`config.mk`:
```
export PLATFORM = sky130hd
export DESIGN_NAME = my_isolation_ctrl
export DESIGN_NICKNAME = d
export VERILOG_FILES = /design/src/rtl/my_isolation_ctrl.sv
export SDC_FILE = /design/constraint.sdc
export NUM_CORES = 1
export LEC_CHECK = 0
export ABC_CLOCK_PERIOD_IN_PS = 3900
export CORE_MARGIN = 4
export CORE_UTILIZATION = 45
export DETAILED_ROUTE_END_ITERATION = 7
export GPL_TIMING_DRIVEN = 0
export PLACE_DENSITY = 0.7
export SKIP_CTS_REPAIR_TIMING = 1
export SLEW_MARGIN = 5
export SYNTH_ARGS = -nofsm -noshare
export SYNTH_HDL_FRONTEND = slang
export SYNTH_SLANG_ARGS = --single-unit
```
`constraint.sdc`:
```
create_clock -name iClk -period 3.9 [get_ports iClk]
set_input_delay 0.78 -clock iClk [delete_from_list [all_inputs] [get_ports iClk]]
set_output_delay 0.78 -clock iClk [all_outputs]
set_load 0.02 [all_outputs]
```
`src/rtl/my_isolation_ctrl.sv`:
```
// Operand-isolation controller: gates a functional unit's operands off when idle and
// sequences a settle period before granting requests. Optional macro: ISOLATION_STATS_EN.
module my_isolation_ctrl #(
  parameter int unsigned IDLE_TIMEOUT = 4,
  parameter int unsigned WAKE_CYCLES  = 1
) (
  input  logic        iClk,
  input  logic        iReset,
  input  logic        iReq,
  input  logic        iBusy,
  input  logic        iForce_Active,
  output logic        oIsolation_Signal,
  output logic        oGrant,
  output logic [1:0]  oState,
  output logic [15:0] oWake_Count
);

  typedef enum logic [1:0] {
    StIsolated = 2'b00,
    StWake     = 2'b01,
    StActive   = 2'b10
  } state_e;

  localparam logic [7:0] IdleLoad = 8'(IDLE_TIMEOUT);
  localparam logic [3:0] WakeLoad = 4'(WAKE_CYCLES - 1);

  state_e     state_q;
  logic [7:0] idle_cnt_q;
  logic [3:0] wake_cnt_q;
  logic       wake_req;
  logic       activity;

  assign wake_req = iReq | iForce_Active;
  assign activity = iReq | iBusy | iForce_Active;

  always_ff @(posedge iClk or posedge iReset) begin
    if (iReset) begin
      state_q    <= StIsolated;
      idle_cnt_q <= 8'd0;
      wake_cnt_q <= 4'd0;
    end else begin
      unique case (state_q)
        StIsolated: begin
          if (wake_req) begin
            state_q    <= StWake;
            wake_cnt_q <= WakeLoad;
          end
        end
        // Wake always completes; a dropped request does not abort it.
        StWake: begin
          if (wake_cnt_q == 4'd0) begin
            state_q    <= StActive;
            idle_cnt_q <= IdleLoad;
          end else begin
            wake_cnt_q <= wake_cnt_q - 4'd1;
          end
        end
        StActive: begin
          if (activity) begin
            idle_cnt_q <= IdleLoad;
          end else if (idle_cnt_q <= 8'd1) begin
            state_q    <= StIsolated;
            idle_cnt_q <= 8'd0;
          end else begin
            idle_cnt_q <= idle_cnt_q - 8'd1;
          end
        end
        default: begin
          state_q    <= StIsolated;
          idle_cnt_q <= 8'd0;
          wake_cnt_q <= 4'd0;
        end
      endcase
    end
  end

  // Outputs decode straight from state so reset clears them without a clock edge.
  assign oIsolation_Signal = (state_q != StIsolated);
  assign oGrant            = (state_q == StActive) & iReq;
  assign oState            = state_q;

`ifdef ISOLATION_STATS_EN
  logic [15:0] wake_count_q;

  always_ff @(posedge iClk or posedge iReset) begin
    if (iReset) begin
      wake_count_q <= 16'h0000;
    end else if ((state_q == StIsolated) && wake_req && (wake_count_q != 16'hFFFF)) begin
      wake_count_q <= wake_count_q + 16'h0001;
    end
  end

  assign oWake_Count = wake_count_q;
`else
  assign oWake_Count = 16'h0000;
`endif

endmodule

```
==> results of run 1 <==
[synthesized netlist by cell type, drive strengths merged (2+ instances only)]
cell type	number
dfrtp	14
a221o	2
a32o	2
or4	4
o22ai	3
nor2	8
or3b	2
ha	8
nor4	3
inv	10
a21oi	5
nand2	2
o21ai	8
o31ai	5
nor3	7
a22o	3
buf	17
nand3	2
mux2	2
[routing by layer]
| layer | GRT usage [%] | wire length (µm) |
|---|---|---|
| met3 | 4.368 | 102 |
| met1 | 16.69 | 987 |
| met4 | 5.960 | 29 |
| met2 | 25.08 | 1107 |
| met5 | 0 | 0 |
[registers in the layout (all words and copies together) (netlist names)]
signal,cells
idle_cnt_q,8
oState,2
wake_cnt_q,4
[cells by family after synthesis]
group	Yosys count	synth area share [%]
AO/OA/AOI/OAI	31	21.45
adder cells (fa/ha/maj)	8	9.324
buffers and inverters	27	15.15
flip-flops	14	32.63
multiplexers	2	2.098
other	1	0.3493
AND/OR/NAND/NOR	34	19.00
[worst max-delay path, stage by stage]
cell and delay, ns:
clkdlybuf4s50_1 0.53, and2_1 0.14, clkdlybuf4s50_1 0.59
[final cells by class]
type / count / area (µm²)
repair buffers: 8 / 80.08
fillers: 209 / 952.2
multi-input cells: 91 / 616.8
inverters: 10 / 37.54
plain buffers: 17 / 125.1
well taps: 28 / 35.03
clock buffers: 4 / 36.28
flip-flops and latches: 14 / 350.3
[cell usage in the layout, fill, tap and decap left out, types with 3 or more instances in the layout]
cell	netlist	routed
a21oi_1	5	5
a22o_1	3	3
buf_4	16	16
clkbuf_4	0	3
clkdlybuf4s50_1	0	8
conb_1	1	16
dfrtp_1	14	14
ha_1	8	8
inv_1	10	10
nor2_1	8	8
nor3_1	6	6
o21ai_0	7	7
o22ai_1	3	3
o31ai_1	4	4
or4_1	3	3
[power by group through the flow]
stage | sequential (W) | combinational [W] | clock (W)
2_1_floorplan | 0.000189 | 0.000247 | 0
3_3_place_gp | 0.000178 | 0.000348 | 0
3_5_place_dp | 0.000180 | 0.000355 | 0
4_1_cts | 0.000176 | 0.000357 | 0.000114
5_1_grt | 0.000179 | 0.000388 | 0.000119
6_report | 0.000176 | 0.000356 | 0.000109
[worst min path at each step]
stage	slack, ns	from	to	cells past startpoint
2_1_floorplan	0.49	wake_cnt_q[2]	wake_cnt_q[2]	1
5_1_grt	0.58	idle_cnt_q[7]	idle_cnt_q[7]	1
3_5_place_dp	0.54	idle_cnt_q[7]	idle_cnt_q[7]	1
3_3_place_gp	0.52	idle_cnt_q[7]	idle_cnt_q[7]	1
6_report	0.57	idle_cnt_q[7]	idle_cnt_q[7]	1
4_1_cts	0.57	idle_cnt_q[7]	idle_cnt_q[7]	1
[stage by stage]
step	total power [W]	cell area, µm²	worst slack (ns)	utilization [%]	cells
after floorplan	0.0004359	1130	1.801	-	132
after global placement	0.0005260	1245	1.082	55.74	168
after detailed placement	0.0005348	1245	1.069	55.74	168
after CTS	0.0006474	1281	1.069	57.37	172
after global routing	0.0006863	1281	1.047	57.37	172
final	0.0006413	1281	1.070	57.37	172
==> metrics.csv, run 1 <==
stage,metric,value,unit
outcome,outcome,finished clean,
logic_synthesis,mapped cell area,1074,µm²
clock_tree,"Reg clk slew, reported paths",0.10,ns
run,MaxCap Viol Count,0,
timing,fin crit share,72.56,%
timing,Worst Tran Pin Value,0.5930,ns
drt,drt drc,0,
power,internal power,0.0003598,W
setup_path,crit path to,oGrant,
setup_path,Crit path arrival time,2.05,ns
floorplan,cell row count,17,
setup_path,Worst setup SP type,input pin,
clock_tree,clock latency on the worst-skew pair,0.29,ns
global_route,number of global-route vias before repair,856,
timing,slew margin rel.,60.43,%
logic_synthesis,syn_area_per_cell,9.175,µm²
timing,Hold WS,0.5684,ns
global_route,grt ovf,0,
placement,final RePlAce weighted congestion,0.7629,
global_route,Tot GR Track Use,14.59,%
setup_path,Setup crit start,iReq,
power,Clk pwr share,17.0,%
drt,DR pass1 iterations,4,
power,Reg power frac,27.5,%
logic_synthesis,Synth cell types,37,
clock_tree,CTS tree,done,
worst_hold_path,worst min-delay path category,reg2reg,
logic_synthesis,cell taking the most area after synthesis,dfrtp_1,
timing,endpoints failing setup,0,
logic_synthesis,Synth area leaders,"dfrtp_1 33%, buf_4 11%, ha_1 9.3%",
setup_path,Critical Path End Type,output port,
setup_path,r2r endpoint,oState[0],
timing,"Min Clock Period, post-route",2.830,ns
cells_and_area,area grow syn2layout,19.35,%
drt,drt wl/cell,12.95,µm
power,VDD IR max,0.3529,mV
logic_synthesis,share of flip-flops with an asynchronous set or reset,100.0,%
global_route,antenna violations before repair,0,
floorplan,total core area,2233,µm²
power,switching share of total power,43.90,%
clock_tree,CTS buffer count,3,
drt,Starting DRT DRC Count,25,
logic_synthesis,number of synthesized register bits,14,
power,leakage power,0.6306,nW
timing,Final Hold Vio Count,0,
placement,Port Buf Inserts,8,
logic_synthesis,top cell type's share of synthesized area,32.63,%
global_route,first-pass GRT wire length,3.732,mm
placement,HPWL after detailed placement,1.697,mm
setup_path,Reg2Reg Setup Slack,1.78,ns
setup_path,worst path required time,3.12,ns
floorplan,Die H,56.84,µm
drt,final wirelength,2.227,mm
power,net load switching power,0.0002815,W
timing,Max Fclk,0.3534,GHz
setup_path,R2R depth,6,
clock_tree,CTS Sinks,14,
floorplan,top-level I/O count,25,
clock_tree,Clock Tree Root,clkbuf_4,
floorplan,overall die area,3231,µm²
drt,Antenna Nets Post-Route,0,
cells_and_area,NumNets Final,158,
timing,RSZ-0062 raised after global routing,false,
cells_and_area,layout cells sized above 1,20.14,%
clock_tree,H-tree depth reported by CTS,1,
power,fraction of power consumed by combinational cells,55.4,%
timing,total negative slack,0,ns
setup_path,Worst R2R Start,oState[0],
power,PwrDens,500.5,nW/µm²
drt,routed vias,888,
floorplan,Initial Utilization,48.07,%
logic_synthesis,proportion of synthesized chip area in sequential cells,32.63,%
timing,Final Max Slew Viols,0,
logic_synthesis,synthesis warning total,0,
setup_path,crit path max fanout,4,
timing,Final Skew,0.008612,ns
drt,drt via density,5.163,
logic_synthesis,top_reg_cell synth,dfrtp_1,
clock_tree,CTS max path bufs,2,
global_route,largest net degree at the start of global routing,15,
logic_synthesis,Post-synth EDFFs,0,
setup_path,critical path class,in2out,
cells_and_area,n_diodes,0,
floorplan,die width,56.84,µm
logic_synthesis,Cells after Synth,117,
(Power assumes the default switching activity.)
==> inputs of run 2 (changes only) <==
--- a/config.mk
+++ b/config.mk
@@ -5,7 +5,7 @@
 export SDC_FILE = /design/constraint.sdc
 export NUM_CORES = 1
 export LEC_CHECK = 0
-export ABC_CLOCK_PERIOD_IN_PS = 3900
+export ABC_CLOCK_PERIOD_IN_PS = 2960
 export CORE_MARGIN = 4
 export CORE_UTILIZATION = 45
 export DETAILED_ROUTE_END_ITERATION = 7
==> constraint.sdc (replaced) <==
create_clock -name iClk -period 2.96 [get_ports iClk]
set_input_delay 0.592 -clock iClk [delete_from_list [all_inputs] [get_ports iClk]]
set_output_delay 0.592 -clock iClk [all_outputs]
set_load 0.02 [all_outputs]
==> results of run 2 <==
The final DEF is identical to that of run 1. Status: finished clean.
Among the figures that moved: setup slack after placement 1.069 ns -> 0.5054 ns; setup slack after layout 1.070 ns -> 0.4953 ns; start point of the critical path iReq -> oState[0]; register-to-register setup slack 1.78 ns -> 0.84 ns; total power 0.0006413 W -> 0.0008449 W; worst IR drop on VDD 0.3529 mV -> 0.4650 mV
==> inputs of run 3 (changes only) <==
--- a/config.mk
+++ b/config.mk
@@ -5,12 +5,12 @@
 export SDC_FILE = /design/constraint.sdc
 export NUM_CORES = 1
 export LEC_CHECK = 0
-export ABC_CLOCK_PERIOD_IN_PS = 2960
+export ABC_CLOCK_PERIOD_IN_PS = 2100
 export CORE_MARGIN = 4
-export CORE_UTILIZATION = 45
+export CORE_UTILIZATION = 44
 export DETAILED_ROUTE_END_ITERATION = 7
 export GPL_TIMING_DRIVEN = 0
-export PLACE_DENSITY = 0.7
+export PLACE_DENSITY = 0.72
 export SKIP_CTS_REPAIR_TIMING = 1
 export SLEW_MARGIN = 5
 export SYNTH_ARGS = -nofsm -noshare
==> constraint.sdc (replaced) <==
create_clock -name iClk -period 2.1 [get_ports iClk]
set_input_delay 0.42 -clock iClk [delete_from_list [all_inputs] [get_ports iClk]]
set_output_delay 0.42 -clock iClk [all_outputs]
set_load 0.02 [all_outputs]
==> run 3 against run 2 <==
  * Cell area rose by 2.8%
  * Wire length decreased by 3.5%
  * Via count rose by 2.1%
  * Largest power group unchanged
  * Count of clock-buffer cells in the layout unchanged
  * Sequential share of layout area is 0.75 points lower
  * Largest cell class unchanged
  * Combinational power increased by 55%
  * Hold slack got worse by 0.10 ns
==> metrics.csv, run 3 (same netlist as run 1, synthesis figures left out) <==
stage,metric,value,unit,change
outcome,outcome,finished clean,,
floorplan,total core area,2276,µm²,+1.9%
setup_path,crit path max fanout,6,,
timing,Final Hold Vio Count,0,,unchanged
drt,drt via density,5.273,,+2.1%
run,MaxCap Viol Count,0,,unchanged
timing,endpoints failing setup,0,,unchanged
timing,Final Max Slew Viols,0,,unchanged
drt,Antenna Nets Post-Route,0,,unchanged
global_route,Tot GR Track Use,12.83,%,-1.8 points
drt,routed vias,907,,+2.1%
cells_and_area,max reg flops,8,,unchanged
clock_tree,"Reg clk slew, reported paths",0.10,ns,about the same
timing,RSZ-0062 raised after global routing,false,,
global_route,grt ovf,0,,unchanged
setup_path,worst path required time,2.28,ns,
drt,drt wl/cell,12.49,µm,-3.5%
power,Power Total,0.001253,W,
global_route,number of global-route vias before repair,764,,-11%
global_route,grt met2 use,22.10,%,-3.0 points
setup_path,r2r endpoint,oState[0],,
power,net load switching power,0.0005503,W,
drt,final wirelength,2.149,mm,-3.5%
setup_path,crit path to,oState[0],,
timing,fin crit share,95.89,%,
clock_tree,H-tree depth reported by CTS,1,,unchanged
power,Clk pwr share,15.8,%,-1.2 points
setup_path,Reg2Reg Setup Slack,0.09,ns,
global_route,largest net degree at the start of global routing,15,,unchanged
clock_tree,clock latency on the worst-skew pair,0.29,ns,about the same
setup_path,R2R depth,6,,unchanged
timing,slew margin rel.,61.22,%,+0.80 points
setup_path,Worst path max stage delay,0.53,ns,-0.06 ns
setup_path,Critical-path top delay cell,or4_1,,
cells_and_area,Final Cell Area,1318,µm²,+2.8%
power,switching share of total power,43.90,%,
power,fraction of power consumed by combinational cells,57.9,%,+2.5 points
cells_and_area,register with the most flip-flops,idle_cnt_q,,
timing,"Min Clock Period, post-route",2.014,ns,
timing,Final Skew,0.01474,ns,+0.006131 ns
floorplan,cell row count,17,,unchanged
setup_path,Worst R2R Start,oState[0],,
setup_path,Critical Path End Type,flip-flop,,
floorplan,die width,57.40,µm,+0.98%
placement,final RePlAce weighted congestion,0.7729,,+1.3%
power,VDD IR max,0.6802,mV,
placement,Port Buf Inserts,8,,unchanged
drt,drt drc,0,,unchanged
placement,area post-placement,1245,µm²,unchanged
global_route,antenna violations before repair,0,,unchanged
power,internal power,0.0007032,W,
timing,Max Fclk,0.4966,GHz,
worst_hold_path,worst min-delay path category,in2async,,
clock_tree,Clock Tree Root,clkbuf_4,,
global_route,busiest grt layer,met2,,
drt,DR pass1 iterations,4,,unchanged
drt,Starting DRT DRC Count,32,,+28%
global_route,met3 Use GR,4.977,%,+0.61 points
setup_path,Setup crit start,oState[0],,
timing,Worst Tran Pin Value,0.5817,ns,-0.01130 ns
setup_path,crit path cell chain,"inv_2, ha_4, or4_1, nor4_2, o22ai_1, mux2_1",,
global_route,GR Layer Usage met1,15.44,%,-1.3 points
cells_and_area,most frequent cells in the layout,"16 x buf_4, 16 x conb_1, 14 x dfrtp_1",,
cells_and_area,area grow syn2layout,22.73,%,
placement,HPWL after detailed placement,1.626,mm,-4.2%
floorplan,top-level I/O count,25,,unchanged
power,PwrDens,951.4,nW/µm²,
floorplan,overall die area,3294,µm²,+2.0%
setup_path,Worst setup SP type,flip-flop,,
power,leakage power,0.6553,nW,+3.9%
floorplan,Initial Utilization,47.17,%,-0.90 points
setup_path,Crit path arrival time,2.20,ns,
power,Reg power frac,26.3,%,-1.2 points
clock_tree,CTS tree,done,,
cells_and_area,layout cells sized above 1,24.31,%,+4.2 points
setup_path,critical path class,reg2reg,,
cells_and_area,n_diodes,0,,unchanged
floorplan,Die H,57.40,µm,+0.98%
clock_tree,CTS max path bufs,2,,unchanged
global_route,first-pass GRT wire length,3.374,mm,-9.6%
clock_tree,CTS Sinks,14,,unchanged
clock_tree,CTS buffer count,3,,unchanged
cells_and_area,NumNets Final,158,,unchanged
[run 3: critical path: cells and delay by family (launching register included)]
kind | cells | cell delay, ns
buffers and inverters | 1 | 0.08
multiplexers | 1 | 0.34
AND/OR/NAND/NOR | 2 | 0.73
flip-flops | 1 | 0.41
adder cells (fa/ha/maj) | 1 | 0.18
AO/OA/AOI/OAI | 1 | 0.15
[run 3: routing by layer]
| metal | vias to the layer above | wire length (µm) |
|---|---|---|
| li1 | 460 | - |
| met1 | 420 | 954 |
| met2 | 25 | 1047 |
| met3 | 2 | 136 |
| met4 | 0 | 9 |
| met5 | - | 0 |
[run 3: how the worst min path moves through the flow]
stage | end | slack [ns] | startpoint
2_1_floorplan | idle_cnt_q[0] | 0.31 | iReset
3_3_place_gp | idle_cnt_q[7] | 0.52 | idle_cnt_q[7]
3_5_place_dp | idle_cnt_q[7] | 0.53 | idle_cnt_q[7]
4_1_cts | wake_cnt_q[3] | 0.49 | iReset
5_1_grt | wake_cnt_q[0] | 0.51 | iReset
6_report | wake_cnt_q[0] | 0.47 | iReset
[run 3: power by group through the flow]
stage	logic, W	registers, W	clock network [W]
after CTS	0.000664	0.000326	0.000209
final	0.000726	0.000329	0.000198
after global placement	0.000645	0.000331	0
after floorplan	0.000459	0.000351	0
after detailed placement	0.000659	0.000332	0
after global routing	0.000783	0.000336	0.000221
[run 3: through the flow]
stage	setup WS, ns	setup TNS, ns	util [%]	hold slack (ns)	std cells
5_1_grt	0.0003346	0	57.89	0.5143	172
3_3_place_gp	-0.1145	-0.1145	54.70	0.5158	168
3_5_place_dp	-0.1192	-0.1294	54.70	0.5285	168
2_1_floorplan	0.0006024	0	-	0.3092	132
6_report	0.08640	0	57.89	0.4686	172
4_1_cts	-0.2030	-0.3232	56.29	0.4936	172
[run 3: cell type report]
type                    instances  area [µm²]
clock buffers                   4       36.28
multi-input cells              91       648.1
well taps                      28       35.03
plain buffers                  17       125.1
inverters                      10       37.54
repair buffers                  8       85.08
fillers                       204       958.4
flip-flops and latches         14       350.3
==> edit (config.mk and constraints of run 2) <==
Build with the macro `ISOLATION_STATS_EN` defined.
--- a/src/rtl/my_isolation_ctrl.sv
+++ b/src/rtl/my_isolation_ctrl.sv
@@ -1,4 +1,6 @@
 // Operand-isolation controller: gates a functional unit's operands off when idle and
 // sequences a settle period before granting requests. Optional macro: ISOLATION_STATS_EN.
+`define ISOLATION_STATS_EN
+
 module my_isolation_ctrl #(
   parameter int unsigned IDLE_TIMEOUT = 4,
Formal check against the unedited RTL: not equivalent (Yosys sat finds a counterexample within 4 cycles, from zero or initial values and one cycle with iReset high).
==> edit against run 2 <==
Sequential share of layout area grew 8.0 points; register-to-register slack worse by 0.20 ns; fmax fell by 0.62%; synthesized area grew 63%; combinational power rose by 76%; worst setup slack worse by 0.015 ns; largest power group unchanged; routed wire length rose by 63%; utilization is 0.16 points lower; count of clock-buffer cells in the layout rose by 1; die area increased by 53%; sequential cell count increased by 16; critical path type is now in2out; power up 100%; design area is 66% higher; highest routed layer unchanged.
==> edit: results (changes against run 2) <==
metric,value,unit,change
drt initial violations,108,,+330%
H-tree depth,2,,+1
Post-DP Area,0.00205,mm2,+64%
synth top area cells,"dfrtp_1 43%, ha_1 5.7%, xor2_1 4.5%",,
Post-Route Skew,0.00637,ns,-0.00224 ns
clk slew on worst S/H paths,0.06,ns,-0.04 ns
IO buf count,24,,+16
total wire length,3630,um,+63%
first-pass GRT wire length,6530,um,+75%
vias in the first global route,1470,,+72%
Clock Latency Late Sink,0.27,ns,-0.02 ns
Synth cell types,45,,+22%
Max Root-Sink Buffers,2,,unchanged
number of nets in the layout,220,,+39%
Pleak,0.908,nW,+44%
Total GRT Usage,16.1,%,+1.5 points
Largest register FFs,16,,+8
register area share after synthesis,43.0,%,+10 points
CP arrival,1.89,ns,+0.02 ns
most instantiated cells after synthesis,"30 x dfrtp_1, 12 x nand2_1, 10 x inv_1",,
outcome,finished clean,,
GPL Wtd Cong,0.831,,+9.0%
r2r worst-path depth,7,,+1
largest net degree at the start of global routing,31,,+16
Via density,5.75,,+11%
worst slew pin tran,1.03,ns,+0.442 ns
Num CTS Buffers,5,,+2
CTS root buf,clkbuf_8,,
layout cells sized above 1,8.70,%,-11 points
Net Sw Power,0.701,mW,+89%
CP Max Fanout,6,,+1
post-synth net total,189,,
Worst IR Drop VDD,0.520,mV,+12%
HPWL Detailed,2740,um,+61%
edit: worst max-delay path, cell delays in order:
cell and delay [ns]:
clkdlybuf4s50_1 0.55, and2_1 0.15, clkdlybuf4s50_1 0.60
edit: layout make-up:
cell class	instances	area, um2
Timing Repair Buffer	24	240
Buffer	7	33.8
Clock buffer	5	68.8
Multi-Input combinational cell	129	925
Tap cell	48	60.1
Sequential cell	30	751
Fill cell	330	1590
Inverter	10	37.5
Clock inverter	2	10.0
edit: power groups by stage:
stage                     Clock, mW  Sequential (mW)  Combinational (mW)
after floorplan                   0            0.632               0.519
after global placement            0            0.587               0.802
after detailed placement          0            0.590               0.823
after CTS                     0.311            0.585               0.830
after global routing          0.330            0.601               0.923
final                         0.301            0.586               0.823
edit: logic make-up (layout without fill, tap and decap cells):
family	Yosys count	in the layout	share of synthesized area (%)
buffers and inverters	17	48	4.08
AO/OA/AOI/OAI	44	44	19.4
adder cells (fa/ha/maj)	8	8	5.73
AND/OR/NAND/NOR	62	62	20.1
XOR/XNOR	14	14	7.02
multiplexers	1	1	0.645
flip-flops	30	30	43.0
edit: path summary, 6_finish.rpt:
check | from | to | slack, ns
max | iReq | oGrant | 0.48
min | oWake_Count[7] | oWake_Count[7] | 0.51
max reg2reg | wake_cnt_q[0] | idle_cnt_q[5] | 0.64
min reg2reg | oWake_Count[7] | oWake_Count[7] | 0.51
max in group asynchronous | iReset | oWake_Count[0] | 1.73
min in group asynchronous | iReset | wake_cnt_q[0] | 0.75
edit: per-stage QoR:
stage          setup slack, ns  cells  total power, mW
5_1_grt                  0.361    255             1.85
4_1_cts                  0.469    255             1.73
6_report                 0.480    255             1.71
3_5_place_dp             0.392    248             1.41
3_3_place_gp             0.425    248             1.39
2_1_floorplan            0.962    176             1.15
edit: routing by layer:
layer | part of all wire, % | track usage, % | wire length, um
met3 | 5.0 | 4.75 | 180
met4 | 0.52 | 5.11 | 19
met5 | 0 | 0 | 0
met2 | 48 | 25.9 | 1740
met1 | 46 | 20.7 | 1680
